--- config.mk ---
export PLATFORM = sky130hd
export DESIGN_NAME = gate_tt_sequencer
export DESIGN_NICKNAME = d
export VERILOG_FILES = /design/src/rtl/gate_tt_sequencer.sv
export SDC_FILE = /design/constraint.sdc
export NUM_CORES = 1
export LEC_CHECK = 0
export CAP_MARGIN = 20
export CORE_UTILIZATION = 35
export DETAILED_ROUTE_END_ITERATION = 12
export HOLD_SLACK_MARGIN = 0.06
export PLACE_DENSITY = 0.52
export SYNTH_ARGS = -nofsm -noshare
export SYNTH_HDL_FRONTEND = slang
export SYNTH_SLANG_ARGS = --single-unit
--- constraint.sdc ---
create_clock -name clk -period 5.04 [get_ports clk]
set_input_delay 1.26 -clock clk [delete_from_list [all_inputs] [get_ports clk]]
set_output_delay 1.26 -clock clk [all_outputs]
set_load 0.02 [all_outputs]
--- src/rtl/gate_tt_sequencer.sv ---
// Truth-table sequencer for a 2-input NOR gate: applies 00,01,10,11, counts mismatches.
// Optional macro GATE_TT_SEQ_LOOP_EN lets DONE re-enter DRIVE directly while start stays high.
module gate_tt_sequencer #(
  parameter int HOLD_CYCLES = 4
) (
  input  logic       clk,
  input  logic       rst,
  input  logic       start,
  input  logic       y_in,
  output logic       a,
  output logic       b,
  output logic [1:0] vec_idx,
  output logic       busy,
  output logic       done,
  output logic       pass,
  output logic [2:0] err_cnt
);

  typedef enum logic [1:0] {
    IDLE  = 2'd0,
    DRIVE = 2'd1,
    DONE  = 2'd2
  } state_t;

  localparam logic [7:0] HOLD_LAST = 8'(HOLD_CYCLES - 1);

  state_t     state_r;
  logic [7:0] hold_cnt_r;
  logic       sample_s;
  logic [2:0] err_next_s;
  logic [1:0] vec_next_s;

  function automatic logic [2:0] sat_inc3(input logic [2:0] v);
    if (v == 3'd7) begin
      return 3'd7;
    end else begin
      return v + 3'd1;
    end
  endfunction

  // Sample strobe and the error count that results from this cycle's compare
  always_comb begin
    sample_s   = 1'b0;
    err_next_s = err_cnt;
    vec_next_s = vec_idx + 2'd1;
    if ((state_r == DRIVE) && (hold_cnt_r == HOLD_LAST)) begin
      sample_s = 1'b1;
    end else begin
      sample_s = 1'b0;
    end
    if (sample_s && (y_in != ~(a | b))) begin
      err_next_s = sat_inc3(err_cnt);
    end else begin
      err_next_s = err_cnt;
    end
  end

  // Sequencer FSM with all outputs registered
  always_ff @(posedge clk or posedge rst) begin
    if (rst) begin
      state_r    <= IDLE;
      hold_cnt_r <= 8'd0;
      a          <= 1'b0;
      b          <= 1'b0;
      vec_idx    <= 2'd0;
      busy       <= 1'b0;
      done       <= 1'b0;
      pass       <= 1'b0;
      err_cnt    <= 3'd0;
    end else begin
      case (state_r)
        IDLE: begin
          a    <= 1'b0;
          b    <= 1'b0;
          done <= 1'b0;
          if (start) begin
            state_r    <= DRIVE;
            vec_idx    <= 2'd0;
            hold_cnt_r <= 8'd0;
            err_cnt    <= 3'd0;
            pass       <= 1'b0;
            busy       <= 1'b1;
          end else begin
            busy <= 1'b0;
          end
        end
        DRIVE: begin
          if (sample_s) begin
            err_cnt    <= err_next_s;
            hold_cnt_r <= 8'd0;
            if (vec_idx == 2'd3) begin
              // Pass verdict includes the final sample taken on this edge
              state_r <= DONE;
              done    <= 1'b1;
              pass    <= (err_next_s == 3'd0);
            end else begin
              vec_idx <= vec_next_s;
              a       <= vec_next_s[1];
              b       <= vec_next_s[0];
            end
          end else begin
            hold_cnt_r <= hold_cnt_r + 8'd1;
          end
        end
        DONE: begin
          done <= 1'b0;
`ifdef GATE_TT_SEQ_LOOP_EN
          if (start) begin
            state_r    <= DRIVE;
            vec_idx    <= 2'd0;
            a          <= 1'b0;
            b          <= 1'b0;
            hold_cnt_r <= 8'd0;
            busy       <= 1'b1;
          end else begin
            state_r <= IDLE;
            a       <= 1'b0;
            b       <= 1'b0;
            busy    <= 1'b0;
          end
`else
          state_r <= IDLE;
          a       <= 1'b0;
          b       <= 1'b0;
          busy    <= 1'b0;
`endif
        end
        default: begin
          state_r    <= IDLE;
          hold_cnt_r <= 8'd0;
          a          <= 1'b0;
          b          <= 1'b0;
          busy       <= 1'b0;
          done       <= 1'b0;
        end
      endcase
    end
  end

endmodule

### Yosys cells after proc, flatten, opt, wreduce, memory -nomap -nowiden

Cells that the tools add are included.

* bitwise operators: 3
* $add $sub $neg: 3
* reduce and logical (&&, ||, !) cells: 12
* mux-type cells: 32
* equality and inequality tests: 10

Operator list (count)
* 8-bit one-hot mux with 3 select lines: 1
* 8-bit two-way mux: 2
* 1-bit two-way mux: 14
* 2-bit two-way mux: 6
* 3-bit two-way mux: 4
* 8-bit by 1-bit adder with 8-bit output, second input constant: 1
* 8-bit by 2-bit equality test with 1-bit output, second input constant: 1
* 2-bit one-hot mux with 2 select lines: 2
* 4-bit AND reduction: 2
* 2-bit != test, second input constant: 3
* 3-bit one-hot mux with 2 select lines: 1
* 2-bit AND reduction: 3
* 3-bit AND reduction: 2
* 2-bit equality test, second input constant: 2
* 1-bit one-hot mux with 2 select lines: 2
* 3-bit by 1-bit adder with 3-bit output, second input constant: 1
* 3-bit equality test, second input constant: 1
* 3-bit logical NOT: 1
* 2-bit by 1-bit adder with 2-bit output, second input constant: 1
* 2-bit by 1-bit equality test with 1-bit output, second input constant: 1
* 1-bit logical AND: 2
* 2-bit logical NOT: 1
* 2-bit by 1-bit != test with 1-bit output, second input constant: 1
* 1-bit NOT: 2
* 3 further kinds: 3

* output and inout bits: 10
* input port bits: 4
* register bits after elaboration: 20

### Depth between registers and ports, before layout

* depth after elaboration: 9
* depth in mapped cells: 7

### Least setup slack after synthesis

OpenSTA, ideal clock, no wires.

* path type: input to register
* start point: in y_in
* end point: reg pass
* stages on the path: 4
* path slack: 3.005 ns
* required time: 4.915 ns
* arrival: 1.910 ns
* library setup time: 0.125 ns
* cell sequence: xor2_1 -> a21oi_1 -> a31oi_1 -> o31ai_2

* longest elaborated chain between the ends: 7

RTL lines
* start: declaration: line 9 `input logic y_in,`
* 1-bit != test: line 51 `if (sample_s && (y_in != ~(a | b))) begin`
* 1-bit logical AND: line 51
* 3-bit two-way mux: line 51
* 3-bit logical NOT: line 95 `pass <= (err_next_s == 3'd0);`
* 1-bit two-way mux: line 91 `if (vec_idx == 2'd3) begin`
* 1-bit two-way mux: line 88 `if (sample_s) begin`
* 1-bit one-hot mux with 2 select lines: line 71 `case (state_r)`
* end signal: assignment: line 95
* end: declaration: line 15 `output logic pass,`

No other way between the ends. The select of a mux whose other input is x is not followed.
A chain may end at the register's enable or synchronous reset.

### Worst setup path in the final report

* start point: reg err_cnt[0]
* end point: out err_cnt[0]

RTL lines
* start: declaration: line 16 `output logic [2:0] err_cnt`
* start signal: assignment: line 89 `err_cnt <= err_next_s;`

No word-level cell between the ends.

==> qor.csv <==
stage;metric;value;unit
floorplan;FP Rows;19;
critical_path;RR Startpoint;hold_cnt_r[0];
floorplan;Core Area;2780;um^2
sta;clock skew;0.00602;ns
floorplan;initial core utilization;37.0;%
pwr;Peak VDD IR;281;uV
clock_tree;postcts setup bufs;0;
yosys;compound-gate portion of the synthesized area;16.5;%
detailed_routing;Iteration-0 DRC Markers;26;
yosys;Synth Area in XOR/XNOR;1.70;%
hold_path;hold crit path type;flip-flop to flip-flop;
sta;Tmin final;2.68;ns
critical_path;worst path arrival time;1.42;ns
floorplan;die width;56.2;um
sta;final setup violation count;0;
outcome;status;completed;
clock_tree;Num CTS Buffers;3;
sta;RSZ-0062 raised after global routing;no;
yosys;synth unique cells;30;
flow_run;MaxCap Viol Count;0;
layout;Nets;132;
critical_path;FF-to-FF setup slack;2.87;ns
floorplan;height of the die;56.2;um
layout;fill count;284;
global_route;routing usage on met3;4.88;%
critical_path;CP delay by family, top;buffers and inverters;
pwr;Tot Pwr;0.000682;W
floorplan;IO Count;14;
global_route;initial antenna violation count;0;
critical_path;worst-path maximum fanout;7;
critical_path;CP required;3.78;ns
yosys;Simple-Gate Fraction of Synth Area;22.8;%
yosys;Cells after Synth;108;
layout;Layout Area Growth over Synthesis;19.4;%
critical_path;CP cell instances;clkdlybuf4s50_1;
sta;hold_ws;0.483;ns
yosys;synthesized flop and latch total;20;
floorplan;full die area;3160;um^2
global_route;gr ovfl total;0;
layout;Multi-input gate area;500;um^2
layout;share of post-route cells with drive strength above 1;8.87;%
global_route;Top Usage Layer GRT;met2;
clock_tree;clk sinks;20;
critical_path;Largest stage delay, worst path;0.65;ns
layout;final instance area;1230;um^2
yosys;part of the Yosys area used for sequential elements;48.6;%
sta;fmax;373;MHz
critical_path;Setup crit start kind;flip-flop;
yosys;Syn. warnings;0;
hold_path;worst hold path startpoint;state_r[1];
yosys;adder-cell share of the synthesized area;3.65;%
critical_path;Critical Path End Type;output pin;
sta;final hold vios;0;
global_route;first-pass GRT wire length;3550;um
placement;placed standard-cell area;1190;um^2
yosys;combinational family with the most area after synthesis;simple AND/OR/NAND/NOR gates;
clock_tree;CTS tree;done;
global_route;M1 GR Usage;20.4;%
pwr;Pwr Density;555;nW/um^2
detailed_routing;Wirelength per Cell;12.6;um
sta;setup total negative slack;0;ns
placement;Inst Count DP;150;
detailed_routing;DRT Wirelength;1950;um
clock_tree;CTS root buf;clkbuf_4;
critical_path;reg2reg end;err_cnt[1];
sta;worst-margin pin slew;0.763;ns
detailed_routing;Via density;5.21;
critical_path;Reg2Reg Depth;6;
yosys;synthesized cell area;1030;um^2
detailed_routing;post-route ant nets;0;
layout;non-filler cells in the finished layout;155;
detailed_routing;DRC errors left;0;
clock_tree;Worst-Skew Late Latency;0.30;ns
pwr;leak pwr;0.555;nW
global_route;vias in the first global route;779;
layout;Register Area;500;um^2
sta;Slew Viols, Final;0;
sta;slew margin rel.;49.1;%
hold_path;worst hold endpoint;busy;
placement;dpl hpwl;1430;um
hold_path;Hold Path Depth;1;
critical_path;crit path kind;flip-flop to output pin;
layout;n_diodes;0;
global_route;Global Route Usage Sum;14.6;%
critical_path;highest-delay cell along the critical path;clkdlybuf4s50_1;
detailed_routing;via count;808;
global_route;GRT met2 Usage;21.6;%
yosys;mux cell area share after synthesis;3.89;%
placement;routability cong.;0.755;
critical_path;Buf+Inv Stages, Crit Path;1;
placement;Buffers on Ports;13;
clock_tree;H-tree level count;1;
clock_tree;Hold-fix buffers, CTS;0;
sta;Final period util;53.2;%
clock_tree;post-cts gate resize count;0;
yosys;syn nets;115;
global_route;largest net degree at the start of global routing;21;
clock_tree;clock-pin slew on the worst setup and hold paths;0.11;ns
yosys;Synth Area per Inst;9.53;um^2
detailed_routing;drt pass-1 iters;4;
clock_tree;CTS Buffer Depth;2;
## sequential cells by signal (all words and copies together), names as in the netlist
signal and flops:
a 1, b 1, busy 1, done 1, err_cnt 3, hold_cnt_r 8
pass 1, state_r 2, vec_idx 2
## cells in the mapped netlist
master    instances  share of area, %
nor3_1            1              0.49
nor2b_1           2               1.2
inv_1             5               1.8
a21o_1            1              0.73
xor2_1            1              0.85
nand4_1           1              0.61
mux2i_1           4               3.9
nand2b_1          3               1.8
a211oi_1          1              0.73
o211ai_1          1              0.73
nand3_1           6               2.9
and3_2            2               1.5
a21oi_1           3               1.5
nand4b_1          2               1.7
or3_1             2               1.2
o31ai_1           2               1.5
nor2_1            9               3.3
nand2_1          11               4.0
or4b_4            1               1.3
o31ai_2           1               1.2
and3_1            3               1.8
xnor2_1           1              0.85
nor3_2            1              0.97
o21ai_0          15               7.3
o22ai_2           1               1.2
ha_1              3               3.6
buf_2             2              0.97
a31oi_1           2               1.2
o21ai_1           1              0.49
dfrtp_1          20                49
## cells in the final DEF (no fill, tap or decap), drive strengths merged
cell type / instances
nand4: 1
mux2i: 4
dfrtp: 20
a21o: 1
a21oi: 3
nand4b: 2
nand3: 6
clkdlybuf4s50: 13
o21ai: 16
a211oi: 1
nor2b: 2
buf: 1
xnor2: 1
xor2: 1
o211ai: 1
nand2b: 3
ha: 3
nor2: 9
nor3: 2
inv: 5
a31oi: 2
clkbuf: 4
o22ai: 1
or4b: 1
and3: 5
nand2: 11
or3: 2
o31ai: 3
## kinds of logic (layout without fill, tap and decap cells)
group                      Yosys count  after routing
adders and majority gates            3              3
AOI/OAI and AO/OA                   28             28
and+or+nand+nor                     44             44
muxes                                4              4
DFF                                 20             20
buffers and inverters                7             23
xor gates and xnor gates             2              2
## report_power, final
group | switching, W | internal [W]
Sequential | 0.0000494 | 0.000214
Clock | 0.0000473 | 0.0000441
Combinational | 0.000179 | 0.000149
Total | 0.000276 | 0.000406
## metrics by stage
step	setup WS [ns]	utilization (%)
after floorplan	3.01	-
after global placement	2.42	42.7
after detailed placement	2.38	42.7
after CTS	2.33	44.0
after global routing	2.27	44.2
final	2.36	44.2
## routing by layer
metal / routed length [um] / share of wire [%]
met1: 1040 / 53
met2: 814 / 42
met3: 81 / 4.2
met4: 18 / 0.92
met5: 0 / 0
## worst max path at each step
stage	slack, ns	from	endpoint	cells after the start
6_report	2.36	err_cnt[0]	err_cnt[0]	1
2_1_floorplan	3.01	y_in	pass	4
3_5_place_dp	2.38	y_in	pass	5
5_1_grt	2.27	err_cnt[0]	err_cnt[0]	1
3_3_place_gp	2.42	y_in	pass	5
4_1_cts	2.33	err_cnt[0]	err_cnt[0]	1
## area by class of cell
| class | count | area share [%] |
|---|---|---|
| Sequential cell | 20 | 40.7 |
| Tap cell | 31 | 3.15 |
| Inverter | 5 | 1.53 |
| Multi-Input combinational cell | 81 | 40.7 |
| Timing Repair Buffer | 14 | 11.0 |
| Clock buffer | 4 | 2.95 |
No activity file was read; power rests on OpenSTA's default activity.
